==> config.mk <==
export PLATFORM = sky130hd
export DESIGN_NAME = regread_sched
export DESIGN_NICKNAME = d
export VERILOG_FILES = /design/src/rtl/regread_sched.sv
export SDC_FILE = /design/constraint.sdc
export NUM_CORES = 1
export LEC_CHECK = 0
export CAP_MARGIN = 20
export CORE_ASPECT_RATIO = 0.75
export CORE_UTILIZATION = 50
export CTS_BUF_LIST = sky130_fd_sc_hd__clkbuf_16
export DETAILED_ROUTE_END_ITERATION = 10
export HOLD_SLACK_MARGIN = 0.12
export PLACE_DENSITY = 0.85
export SYNTH_ARGS = -nofsm -noshare
export SYNTH_HDL_FRONTEND = slang
export SYNTH_SLANG_ARGS = --single-unit
==> constraint.sdc <==
create_clock -name clk -period 6.1 [get_ports clk]
set_input_delay 0.915 -clock clk [delete_from_list [all_inputs] [get_ports clk]]
set_output_delay 0.915 -clock clk [all_outputs]
set_load 0.02 [all_outputs]
==> src/rtl/regread_sched.sv <==
// regread_sched
//   Decode-stage register-file read sequencer for the SEQ Y86-64 core.
//   For each accepted instruction it derives srcA/srcB from icode, rA and rB,
//   then serialises up to two reads through the single asynchronous
//   register-file read port. A writeback in the same cycle as a read (or while
//   the result waits in DONE) is forwarded into the captured operand.
//   valA/valB are handed to execute with a valid/ready handshake.
//
// Ports
//   clk, rst_n           clock, asynchronous active-low reset
//   req_valid/req_ready  decode request handshake (ready only in IDLE)
//   icode, rA, rB        instruction fields used for source selection
//   rf_raddr, rf_ren     register-file read address / read strobe
//   rf_rdata             combinational read data for rf_raddr
//   wb_en, wb_dst,       writeback strobe, destination and value, same
//   wb_data              cycle as the register-file write
//   out_valid/out_ready  operand handshake towards execute
//   valA, valB           captured operands
module regread_sched #(
  parameter int RSP_IDX  = 14,
  parameter int NONE_IDX = 15,
  parameter int W        = 64
) (
  input  logic         clk,
  input  logic         rst_n,
  input  logic         req_valid,
  output logic         req_ready,
  input  logic [3:0]   icode,
  input  logic [3:0]   rA,
  input  logic [3:0]   rB,
  output logic [3:0]   rf_raddr,
  output logic         rf_ren,
  input  logic [W-1:0] rf_rdata,
  input  logic         wb_en,
  input  logic [3:0]   wb_dst,
  input  logic [W-1:0] wb_data,
  output logic         out_valid,
  input  logic         out_ready,
  output logic [W-1:0] valA,
  output logic [W-1:0] valB
);

  localparam logic [3:0] RSP  = 4'(RSP_IDX);
  localparam logic [3:0] NONE = 4'(NONE_IDX);

  typedef enum logic [1:0] {
    IDLE = 2'd0,
    RD_A = 2'd1,
    RD_B = 2'd2,
    DONE = 2'd3
  } state_t;

  state_t         state_reg;
  logic [3:0]     srca_reg;
  logic [3:0]     srcb_reg;
  logic [W-1:0]   vala_reg;
  logic [W-1:0]   valb_reg;
  logic           out_valid_reg;
  logic           rf_ren_reg;
  logic [3:0]     rf_raddr_reg;

  logic [3:0]     srca_next;
  logic [3:0]     srcb_next;
  logic [W-1:0]   fwd_data;
  logic           wb_hits_a;
  logic           wb_hits_b;

  // Source selection from the instruction code.
  always_comb begin
    srca_next = NONE;
    srcb_next = NONE;
    case (icode)
      4'd2, 4'd4, 4'd6, 4'd10: srca_next = rA;
      4'd9, 4'd11:             srca_next = RSP;
      default:                 srca_next = NONE;
    endcase
    case (icode)
      4'd4, 4'd5, 4'd6:               srcb_next = rB;
      4'd8, 4'd9, 4'd10, 4'd11:       srcb_next = RSP;
      default:                        srcb_next = NONE;
    endcase
  end

  // The read address register always holds the register being read in
  // RD_A/RD_B, so forwarding compares against it. NONE is never a real
  // destination, so a writeback to it is ignored.
  assign fwd_data  = (wb_en && (wb_dst != NONE) && (wb_dst == rf_raddr_reg))
                     ? wb_data : rf_rdata;
  assign wb_hits_a = wb_en && (wb_dst != NONE) && (wb_dst == srca_reg);
  assign wb_hits_b = wb_en && (wb_dst != NONE) && (wb_dst == srcb_reg);

  always_ff @(posedge clk or negedge rst_n) begin
    if (!rst_n) begin
      state_reg     <= IDLE;
      srca_reg      <= NONE;
      srcb_reg      <= NONE;
      vala_reg      <= '0;
      valb_reg      <= '0;
      out_valid_reg <= 1'b0;
      rf_ren_reg    <= 1'b0;
      rf_raddr_reg  <= NONE;
    end else begin
      case (state_reg)
        IDLE: begin
          if (req_valid) begin
            srca_reg <= srca_next;
            srcb_reg <= srcb_next;
            vala_reg <= '0;
            valb_reg <= '0;
            if (srca_next != NONE) begin
              state_reg    <= RD_A;
              rf_ren_reg   <= 1'b1;
              rf_raddr_reg <= srca_next;
            end else if (srcb_next != NONE) begin
              state_reg    <= RD_B;
              rf_ren_reg   <= 1'b1;
              rf_raddr_reg <= srcb_next;
            end else begin
              state_reg     <= DONE;
              out_valid_reg <= 1'b1;
            end
          end
        end

        RD_A: begin
          vala_reg <= fwd_data;
          if ((srcb_reg != NONE) && (srcb_reg != srca_reg)) begin
            state_reg    <= RD_B;
            rf_raddr_reg <= srcb_reg;
          end else begin
            // Same register on both sides (e.g. popq): reuse this read.
            if (srcb_reg == srca_reg) begin
              valb_reg <= fwd_data;
            end
            state_reg     <= DONE;
            rf_ren_reg    <= 1'b0;
            rf_raddr_reg  <= NONE;
            out_valid_reg <= 1'b1;
          end
        end

        RD_B: begin
          valb_reg      <= fwd_data;
          state_reg     <= DONE;
          rf_ren_reg    <= 1'b0;
          rf_raddr_reg  <= NONE;
          out_valid_reg <= 1'b1;
        end

        DONE: begin
          // Keep waiting operands fresh against later writebacks.
          if (wb_hits_a) begin
            vala_reg <= wb_data;
          end
          if (wb_hits_b) begin
            valb_reg <= wb_data;
          end
          if (out_ready) begin
            state_reg     <= IDLE;
            out_valid_reg <= 1'b0;
          end
        end

        default: begin
          state_reg     <= IDLE;
          rf_ren_reg    <= 1'b0;
          rf_raddr_reg  <= NONE;
          out_valid_reg <= 1'b0;
        end
      endcase
    end
  end

  assign req_ready = (state_reg == IDLE);
  assign rf_ren    = rf_ren_reg;
  assign rf_raddr  = rf_raddr_reg;
  assign out_valid = out_valid_reg;
  assign valA      = vala_reg;
  assign valB      = valb_reg;

endmodule

Word level (Yosys, flattened, before mapping) --
Index checks and enable logic that the tools add are counted.
Word-level totals: logic and storage cells 88, input port bits 149, flip-flop bits (word level) 144, bits in read-only memories 0, output and inout port bits 135, memory bits (writable) 0, bits in latches 0, memories 0
Cells by class: multiply operators 0, reductions and logical operators 19, divide/modulo/power cells 0, $lt $le $gt $ge 0, multiplexer cells 32, eq/ne operators 29, shift-type cells 0, add/subtract/negate cells 0, bitwise gates (word level) 0
Operator list (number):
- 64-bit two-way mux | 6
- 64-bit one-hot mux with 4 select lines | 1
- 64-bit one-hot mux with 3 select lines | 1
- 4-bit == test | 4
- 4-bit == test (second input constant) | 4
- 4-bit two-way mux | 4
- 2-bit != test (second input constant) | 8
- 4-bit != test (second input constant) | 4
- 4-bit one-hot mux with 2 select lines | 2
- 4-bit by 3-bit == test with 1-bit output (second input constant) | 3
- 4-bit one-hot mux with 3 select lines | 1
- 1-bit two-way mux | 11
- 2-bit one-hot mux with 4 select lines | 1
- 4-bit AND reduction | 2
- 4-bit OR reduction | 2
- 2-bit two-way mux | 3
- 3-bit AND reduction | 2
- 3-bit nonzero test | 2
- 1-bit logical AND | 5
- 5-bit AND reduction | 1
- 2-bit == test (second input constant) | 2
- 4-bit by 2-bit == test with 1-bit output (second input constant) | 1
- 4-bit != test | 1
- 1-bit one-hot mux with 4 select lines | 1
- 7 further kinds | 8

Depth between registers and ports, before layout --
Gate-level depths: netlist of the first run.
depth in word-level cells 8, gate-level depth with buffers 8, depth with buffers taken out 7

Least setup slack after synthesis of the first run --
No wires, ideal clock.
path type input to register, from input port wb_dst[2], to register vala_reg[10], in the netlist valA[10], path buffers 1, stages on the path 6, path slack 3520 ps, arrival time 2456 ps, data required time 5975 ps, cell sequence xor2_1 > nor4_1 > nand2_1 > a211oi_4 > buf_6 > mux2_2
Between the ends: word-level cells in the longest chain between the ends 5
Ends and longest elaborated chain:
- start: declaration | line 35 | input logic [3:0] wb_dst,
- 4-bit != test | line 87, 89
- 1-bit logical AND | line 87, 89
- 1-bit logical AND, on equally long branches | line 87, 89
- 64-bit two-way mux or 2-bit != test (tied branches)
- 64-bit one-hot mux with 3 select lines or 3-bit AND reduction (tied branches)
- end signal: assignment | line 126 | vala_reg <= fwd_data;
- end signal: assignment | line 153 | vala_reg <= wb_data;
- end: declaration | line 56 | logic [W-1:0] vala_reg;
Several ways; a longest one is shown, not always the timed one. A chain may end at the register's enable or synchronous reset.

Worst setup path after layout of the first run --
from input port wb_dst[2], to register valb_reg[57], in the netlist valB[57]
Between the ends: word-level cells in the longest chain between the ends 7
Ends and longest elaborated chain:
- 4-bit != test | line 87, 90
- 1-bit logical AND | line 87, 90
- 1-bit logical AND | line 87 | assign fwd_data = (wb_en && (wb_dst != NONE) && (wb_dst == rf_raddr_reg))
- 64-bit two-way mux | line 88 | ? wb_data : rf_rdata;
- 64-bit two-way mux | line 132 | if (srcb_reg == srca_reg) begin
- 64-bit two-way mux | line 127 | if ((srcb_reg != NONE) && (srcb_reg != srca_reg)) begin
- 64-bit one-hot mux with 4 select lines | line 103 | case (state_reg)
- end signal: assignment | line 133 | valb_reg <= fwd_data;
- end signal: assignment | line 143 | valb_reg <= fwd_data;
- end signal: assignment | line 156 | valb_reg <= wb_data;
- end: declaration | line 57 | logic [W-1:0] valb_reg;
Several ways; a longest one is shown, not always the timed one. The select of a mux whose other input is x is not followed.

==> impl_metrics.toml, run 1 <==
[floorplan]
die_h_um = 118.9
start_util_pct = 51.33
rows = 42
die_w_um = 157.9
fp.coreArea_um2 = 17760
ios = 284
dieArea_um2 = 18780

[synthesis]
ys.flop_type = "dfrtp_1"
synth_area_leaders = "dfrtp_1, nand4_1, mux2_2, nand3_1, a22o_1"
synth_area_per_cell_um2 = 8.886
syn-instance-count = 1026
yosysWarnings = 0
synth.distinct_cells = 44
syn_area_um2 = 9117
ys_ff_latch = 144
ys_seq_area_share_pct = 39.69
yosysTopAreaCell = "dfrtp_1"
synth_edf_count = 0
synth_fp_nets = 1179
synth_top_area_share_pct = 36.23
async_flop_share_pct = 100.0

[detailed_routing]
detail-route-antenna-nets = 0
drt_first_pass_iters = 7
initialDrtViolationCount = 1120
drt-total-wl_um = 31010
route.detailed.drc = 0
avgRoutedWirePerCell_um = 20.90
vias = 9738
viasPerCell = 6.562

[grt]
gr-total-overflow = 0
grt_antenna_before_repair = 0
grt_pass1_wl_um = 48900
grt_max_degree = 137
grt_pass1_vias = 9208
grt_usage_pct = 33.30

[sta]
worst_pin_slew_ps = 1089
fmax_mhz = 262.6
grt_setup_unrepaired = "false"
worst_slack_ps = 2292
fin_setup_tns_ps = 0
slew_viol_final = 0
post-route-period-util_pct = 62.42
setup_viol = 0
slew_headroom_pct = 27.40
clock_skew_ps = 8.161
hold_viol_final = 0
period_needed_ps = 3808

[final_layout]
syn_to_final_growth_pct = 36.54
drive_gt1_share_pct = 10.63
antenna-diode-count = 0
final_nets = 1383

[clock_network]
cts_tree = "done"
postCtsHoldBufs = 0
clkLatencyLatePin_ps = 430
post_cts_resized = 0
cts_max_level = 4
post_cts_buffers = 0
clk_pin_slew_ps = 60
root_buffer = "clkbuf_16"
clock-sinks = 144
cts_buffers = 17
cts_buffer_depth = 2

[setup_path]
cp.required_ps = 6460
rr_worst_depth = 7
critPathKind = "input pin to flop"
cp.arrival_ps = 4160
r2r_slack_ps = 2950
startpoint_type = "input pin"
worst-path-max-fanout = 65
end_kind = "flop"
timing.rr.start = "rf_raddr[2]$_DFFE_PN1P_"
rr_endpoint = "valA[14]$_DFFE_PN0P_"

[flow_run]
drv_cap = 0

[pwr]
ir_drop_mv = 0.4286
powerDensity_nw_per_um2 = 579.7
power.leakage_nw = 4.911

[place]
portBuffers = 283
gp_congestion = 0.8589
pre_cts_slack_ps = 1883
hpwl_um = 20170

[min_path]
hp-start = "rf_raddr[3]$_DFFE_PN1P_"
holdPathStages = 2
worstHoldPathType = "flop to flop"
hold_path_end = "rf_raddr[3]$_DFFE_PN1P_"

[status]
status = "completed"
final cells by class:
class	count	area, µm²
clock buffer	17	425.4
clock inverter	14	150.1
fill	1396	5313
inverter	4	15.01
multi-input combinational	763	4959
sequential	144	3618
tap	242	302.8
timing repair buffer	300	2979
critical path, stage by stage:
cell and delay [ps]:
clkdlybuf4s50_1 510, and4_1 290, nor2b_4 110, buf_4 560
nand2_1 230, a221oi_4 910, buf_4 430, a22o_1 190
cell usage in the layout (no fill, tap or decap), types with 5 or more instances in the layout:
master | Yosys | layout
mux2_2 | 60 | 60
mux2_1 | 5 | 5
inv_1 | 4 | 5
nand4_1 | 195 | 195
nand2_1 | 144 | 144
xor2_1 | 8 | 8
clkbuf_16 | 0 | 17
o31ai_1 | 5 | 5
nor2_1 | 13 | 12
dfrtp_1 | 132 | 132
nand3_1 | 131 | 131
buf_4 | 2 | 15
o211ai_1 | 64 | 64
a22o_1 | 64 | 64
o21ai_0 | 15 | 15
dfstp_2 | 12 | 12
xnor2_1 | 8 | 8
clkdlybuf4s50_1 | 0 | 282
report_power, final:
group | internal, mW | switching [mW]
sequential | 1.42 | 0.312
combinational | 1.92 | 2.52
clock | 0.632 | 0.411
cell usage after synthesis (5+ instances only):
library cell,number
xor2_1,8
nand3_1,131
o21ai_0,15
nor2_1,13
mux2_2,60
buf_6,17
buf_2,6
o31ai_1,5
dfrtp_1,132
nand4_1,195
a22o_1,64
nand2_1,144
mux2_1,5
dfstp_2,12
xnor2_1,8
o211ai_1,64
clkbuf_1,87
layer usage:
layer  global-route usage (%)  share of wire, %
met1                    45.12                40
met2                    50.83                46
met3                    8.988                12
met5                        0                 0
met4                    12.01               2.3
worst max path at each step:
| stage | from | end | slack, ps | depth (start not counted) |
|---|---|---|---|---|
| after global placement | wb_dst[2] | valB[53]$_DFFE_PN0P_ | 1980 | 8 |
| after detailed placement | wb_dst[2] | valB[57]$_DFFE_PN0P_ | 1880 | 8 |
| after floorplan | wb_dst[2] | valA[10]$_DFFE_PN0P_ | 3520 | 6 |
| after global routing | wb_dst[3] | valB[57]$_DFFE_PN0P_ | 2120 | 8 |
| after CTS | wb_dst[2] | valB[57]$_DFFE_PN0P_ | 2330 | 8 |
| final | wb_dst[2] | valB[57]$_DFFE_PN0P_ | 2290 | 8 |
through the flow:
stage	instances	util, %	total power [mW]	hold slack, ps	area, µm²
3_3_place_gp	1451	66.67	5.949	471.0	11840
2_1_floorplan	1026	-	4.747	478.7	9117
3_5_place_dp	1451	66.67	6.094	484.2	11840
6_report	1484	70.09	7.217	491.8	12450
4_1_cts	1482	69.91	7.152	495.2	12420
5_1_grt	1484	70.09	7.632	513.3	12450
logic make-up after synthesis:
| family | count (synthesis) | synth area share (%) |
|---|---|---|
| simple gates | 511 | 29.04 |
| compound gates | 166 | 14.59 |
| flops | 144 | 39.69 |
| buf+inv | 119 | 6.463 |
| mux | 66 | 8.138 |
| xor+xnor | 16 | 1.537 |
| fa+ha+maj | 4 | 0.5489 |
Power figures use the tool's default switching activity.
==> inputs of run 2 (changes only) <==
Settings changed: CORE_UTILIZATION 50 to 48, PLACE_DENSITY 0.85 to 0.82.
Clock period 6.1 ns to 3.7 ns, I/O delays scaled along.
==> impl_metrics.toml, run 2 (synthesized netlist as in run 1, its figures left out) <==
[clock_network]
root_buffer = "clkbuf_16"
cts_buffers = 17
post_cts_resized = 0
cts_max_level = 4
clock-sinks = 144
post_cts_buffers = 0
postCtsHoldBufs = 0
clkLatencyLatePin_ps = 420
cts_buffer_depth = 2
clk_pin_slew_ps = 60
cts_tree = "done"

[flow_run]
drv_cap = 0

[floorplan]
die_h_um = 121.4
start_util_pct = 49.12
ios = 284
die_w_um = 161.1
dieArea_um2 = 19560
fp.coreArea_um2 = 18560
rows = 43

[sta]
worst_pin_slew_ps = 1018
fin_setup_tns_ps = 0
post-route-period-util_pct = 65.83
period_needed_ps = 2436
fin_hold_ws_ps = 172.6
grt_setup_unrepaired = "false"
clock_skew_ps = 15.72
setup_viol = 0
slew_headroom_pct = 32.14
hold_viol_final = 0
fmax_mhz = 410.6
slew_viol_final = 0

[final_layout]
multi_input_area_um2 = 4959
syn_to_final_growth_pct = 37.34
antenna-diode-count = 0
area.sequential_um2 = 3618
fill_cells = 1488
layout_commonest_cell = "clkdlybuf4s50_1"
layout_common_cells = "clkdlybuf4s50_1, nand4_1, nand2_1"
drive_gt1_share_pct = 10.92
final_nets = 1385
finalNonFillerCells = 1492

[setup_path]
startpoint_type = "input pin"
end_kind = "flop"
cp.required_ps = 4000
worst-path-max-fanout = 33
cp.arrival_ps = 2730
critPathKind = "input pin to flop"

[detailed_routing]
vias = 9906
initialDrtViolationCount = 1553
viasPerCell = 6.639
avgRoutedWirePerCell_um = 21.13
route.detailed.drc = 0
detail-route-antenna-nets = 0
drt-total-wl_um = 31520
drt_first_pass_iters = 7

[place]
hpwl_um = 19860
gp_congestion = 0.8376
placedCellCount = 1459
portBuffers = 283

[grt]
grt_max_degree = 129
grt_pass1_wl_um = 49670
grt_usage_pct = 32.35
grt_antenna_before_repair = 0
gr-total-overflow = 0
grt_pass1_vias = 9231

[pwr]
power.leakage_nw = 4.933
ir_drop_mv = 0.6211
powerDensity_nw_per_um2 = 956.0

[min_path]
worstHoldPathType = "input pin to asynchronous set/reset pin"

[status]
status = "completed"
run 2: stage by stage:
stage	setup slack [ps]	instance area, µm²	utilization, %	power (mW)
floorplan	1431	9117	-	7.827
global placement	848.0	11950	64.35	9.965
detailed placement	837.0	11950	64.35	10.18
CTS	1248	12520	67.44	11.93
global route	1153	12520	67.46	12.69
finish	1264	12520	67.46	11.97
run 2: cell type report:
class	count	share of cell area, %
timing repair buffer	302	24.35
clock inverter	15	1.169
multi-input combinational	763	39.60
inverter	4	0.1199
tap	247	2.468
sequential	144	28.90
clock buffer	17	3.397
run 2: path summary, 6_finish.rpt:
path	start	to	slack [ps]	cells past startpoint
worst max-delay path	wb_dst[2]	valB[6]$_DFFE_PN0P_	1260	7
worst max register to register	state_reg[0]$_DFFE_PN0P_	valA[60]$_DFFE_PN0P_	1320	5
worst min-delay path	rst_n	valB[54]$_DFFE_PN0P_	170	1
worst min register to register	valB[8]$_DFFE_PN0P_	valB[8]$_DFFE_PN0P_	500	1
max in group asynchronous	rst_n	valA[20]$_DFFE_PN0P_	2670	2
min in group clk	valB[8]$_DFFE_PN0P_	valB[8]$_DFFE_PN0P_	500	1
run 2: critical path: stages:
cell             delay, ps
clkdlybuf4s50_1        500
xor2_1                 180
nor4_1                 320
nand2_1                170
a221o_2                420
buf_4                  270
a22o_1                 300
run 2: routing by layer:
metal | share of wire, % | GRT usage, %
met1 | 41 | 43.66
met2 | 45 | 50.24
met3 | 11 | 7.929
met4 | 2.5 | 12.03
met5 | 0 | 0
run 2: report_power, final:
part	switching (mW)	internal (mW)	leakage (nW)	total (mW)
Combinational	4.24	3.21	2.84	7.45
Clock	0.724	0.991	0.280	1.71
Sequential	0.467	2.34	1.82	2.81
==> inputs of run 3 (changes only) <==
Settings changed: CORE_UTILIZATION 48 to 43, PLACE_DENSITY 0.82 to 0.78.
Clock period 3.7 ns to 2.2 ns, I/O delays scaled along.
==> impl_metrics.toml, run 3 (synthesized netlist as in run 1, its figures left out) <==
[setup_path]
cp.required_ps = 2500
worst-path-max-fanout = 8
cp.arrival_ps = 2480
critPathKind = "flop to flop"
end_kind = "flop"
startpoint_type = "flop"

[pwr]
ir_drop_mv = 0.9318
clockPowerShare_pct = 13.7
internal_power_mw = 12.16
comb_power_share_pct = 64.5
powerDensity_nw_per_um2 = 1640
sw_frac_of_total_pct = 44.06
finalPower_mw = 21.73
p_sw_mw = 9.574
power.leakage_nw = 5.274
p_seq_share_pct = 21.8

[min_path]
worstHoldPathType = "input pin to asynchronous set/reset pin"

[sta]
slew_headroom_pct = 58.37
setup_viol = 0
slew_viol_final = 0
clock_skew_ps = 14.49
period_needed_ps = 2182
post-route-period-util_pct = 99.17
hold_viol_final = 0
fmax_mhz = 458.4
grt_setup_unrepaired = "true"
worst_slack_ps = 18.28
worst_pin_slew_ps = 624.5
fin_setup_tns_ps = 0

[final_layout]
layout_commonest_cell = "clkdlybuf4s50_1"
final_nets = 1432
area.sequential_um2 = 3618
fill_cells = 1630
antenna-diode-count = 0
drive_gt1_share_pct = 14.40
final_cell_area_um2 = 13250
layout_common_cells = "clkdlybuf4s50_1, nand4_1, nand2_1"
multi_input_area_um2 = 4970
syn_to_final_growth_pct = 45.30

[floorplan]
fp.coreArea_um2 = 20490
die_w_um = 170.1
die_h_um = 128.1
dieArea_um2 = 21800
start_util_pct = 44.49
rows = 45
ios = 284

[clock_network]
clk_pin_slew_ps = 60
cts_max_level = 4
clkLatencyLatePin_ps = 430
cts_buffer_depth = 2
root_buffer = "clkbuf_16"
clock-sinks = 144
cts_buffers = 17
cts_tree = "done"

[detailed_routing]
avgRoutedWirePerCell_um = 21.22
drt_first_pass_iters = 8
drt-total-wl_um = 33400
route.detailed.drc = 0
viasPerCell = 6.443
detail-route-antenna-nets = 0
vias = 10140
initialDrtViolationCount = 1350

[grt]
grt_usage_pct = 30.20
grt_antenna_before_repair = 0
gr-total-overflow = 0
grt_max_degree = 100
grt_pass1_wl_um = 51290
grt_pass1_vias = 9486

[place]
portBuffers = 283
hpwl_um = 22200
gp_congestion = 0.8929
pre_cts_slack_ps = -391.3
placed_area_um2 = 12590

[status]
status = "completed"

[flow_run]
drv_cap = 0
-- run 3: cell count changes in the layout (fill, tap and decap cells not counted), moves of 2 or more --
cell | before | now
inv_1 | 7 | 5
clkinv_2 | 2 | 5
buf_12 | 6 | 28
buf_4 | 12 | 36
-- run 3: power groups by stage --
stage               clock network (mW)  logic (mW)  registers (mW)
floorplan                            0        7.42            5.76
global placement                     0        13.2            4.75
detailed placement                   0        13.6            4.75
CTS                               3.00        13.7            4.73
global route                      3.11        14.9            4.84
finish                            2.97        14.0            4.74
-- run 3: worst paths after layout --
kind                            cells after the start                      end  slack (ps)                    start
worst max register to register                      7     valA[50]$_DFFE_PN0P_          20  srca_reg[0]$_DFFE_PN1P_
worst min register to register                      1     valB[56]$_DFFE_PN0P_         500     valB[56]$_DFFE_PN0P_
min in group clk                                    1     valB[56]$_DFFE_PN0P_         500     valB[56]$_DFFE_PN0P_
worst min-delay path                                2      valB[6]$_DFFE_PN0P_         420                    rst_n
worst max-delay path                                7     valA[50]$_DFFE_PN0P_          20  srca_reg[0]$_DFFE_PN1P_
max in group asynchronous                           3  srca_reg[2]$_DFFE_PN1P_        1040                    rst_n
-- run 3: cell type report --
class                   instances  area share [%]
clock inverters                15           1.266
inverters                       4          0.1133
well taps                     282           2.663
flip-flops and latches        144           27.31
repair buffers                349           27.92
multi-input cells             763           37.51
clock buffers                  17           3.211
-- run 3: repair_timing --
action | in CTS | in global routing
resized for setup | 1 | 1
pin swaps | 0 | 6
hold buffers | 1 | 0
hold endpoints to repair | 44 | 0
cloned | 0 | 1
setup endpoints to repair | 1 | 123
buffers inserted | 0 | 3
-- run 3: worst max-delay path, cell delays in order (launching register included) --
cell,delay [ps]
dfstp_2,560
xor2_1,90
nor4_2,320
nand2_1,130
a211oi_4,250
buf_12,180
buf_4,170
mux2_2,350
-- run 3: metrics by stage --
| stage | util [%] | cells | hold slack [ps] |
|---|---|---|---|
| 2_1_floorplan | - | 1026 | 34.41 |
| 3_3_place_gp | 61.44 | 1537 | 311.9 |
| 3_5_place_dp | 61.44 | 1537 | 310.4 |
| 4_1_cts | 64.38 | 1570 | 430.9 |
| 5_1_grt | 64.64 | 1574 | 471.2 |
| 6_report | 64.64 | 1574 | 415.9 |
-- run 3: routing by layer --
metal  track usage, %  part of all wire, %  vias up
met2            47.90                   45      697
met4            11.13                  2.6        0
met3            7.441                   11       72
met1            39.91                   41     4906
met5                0                    0        -
li1                 -                    -     4466
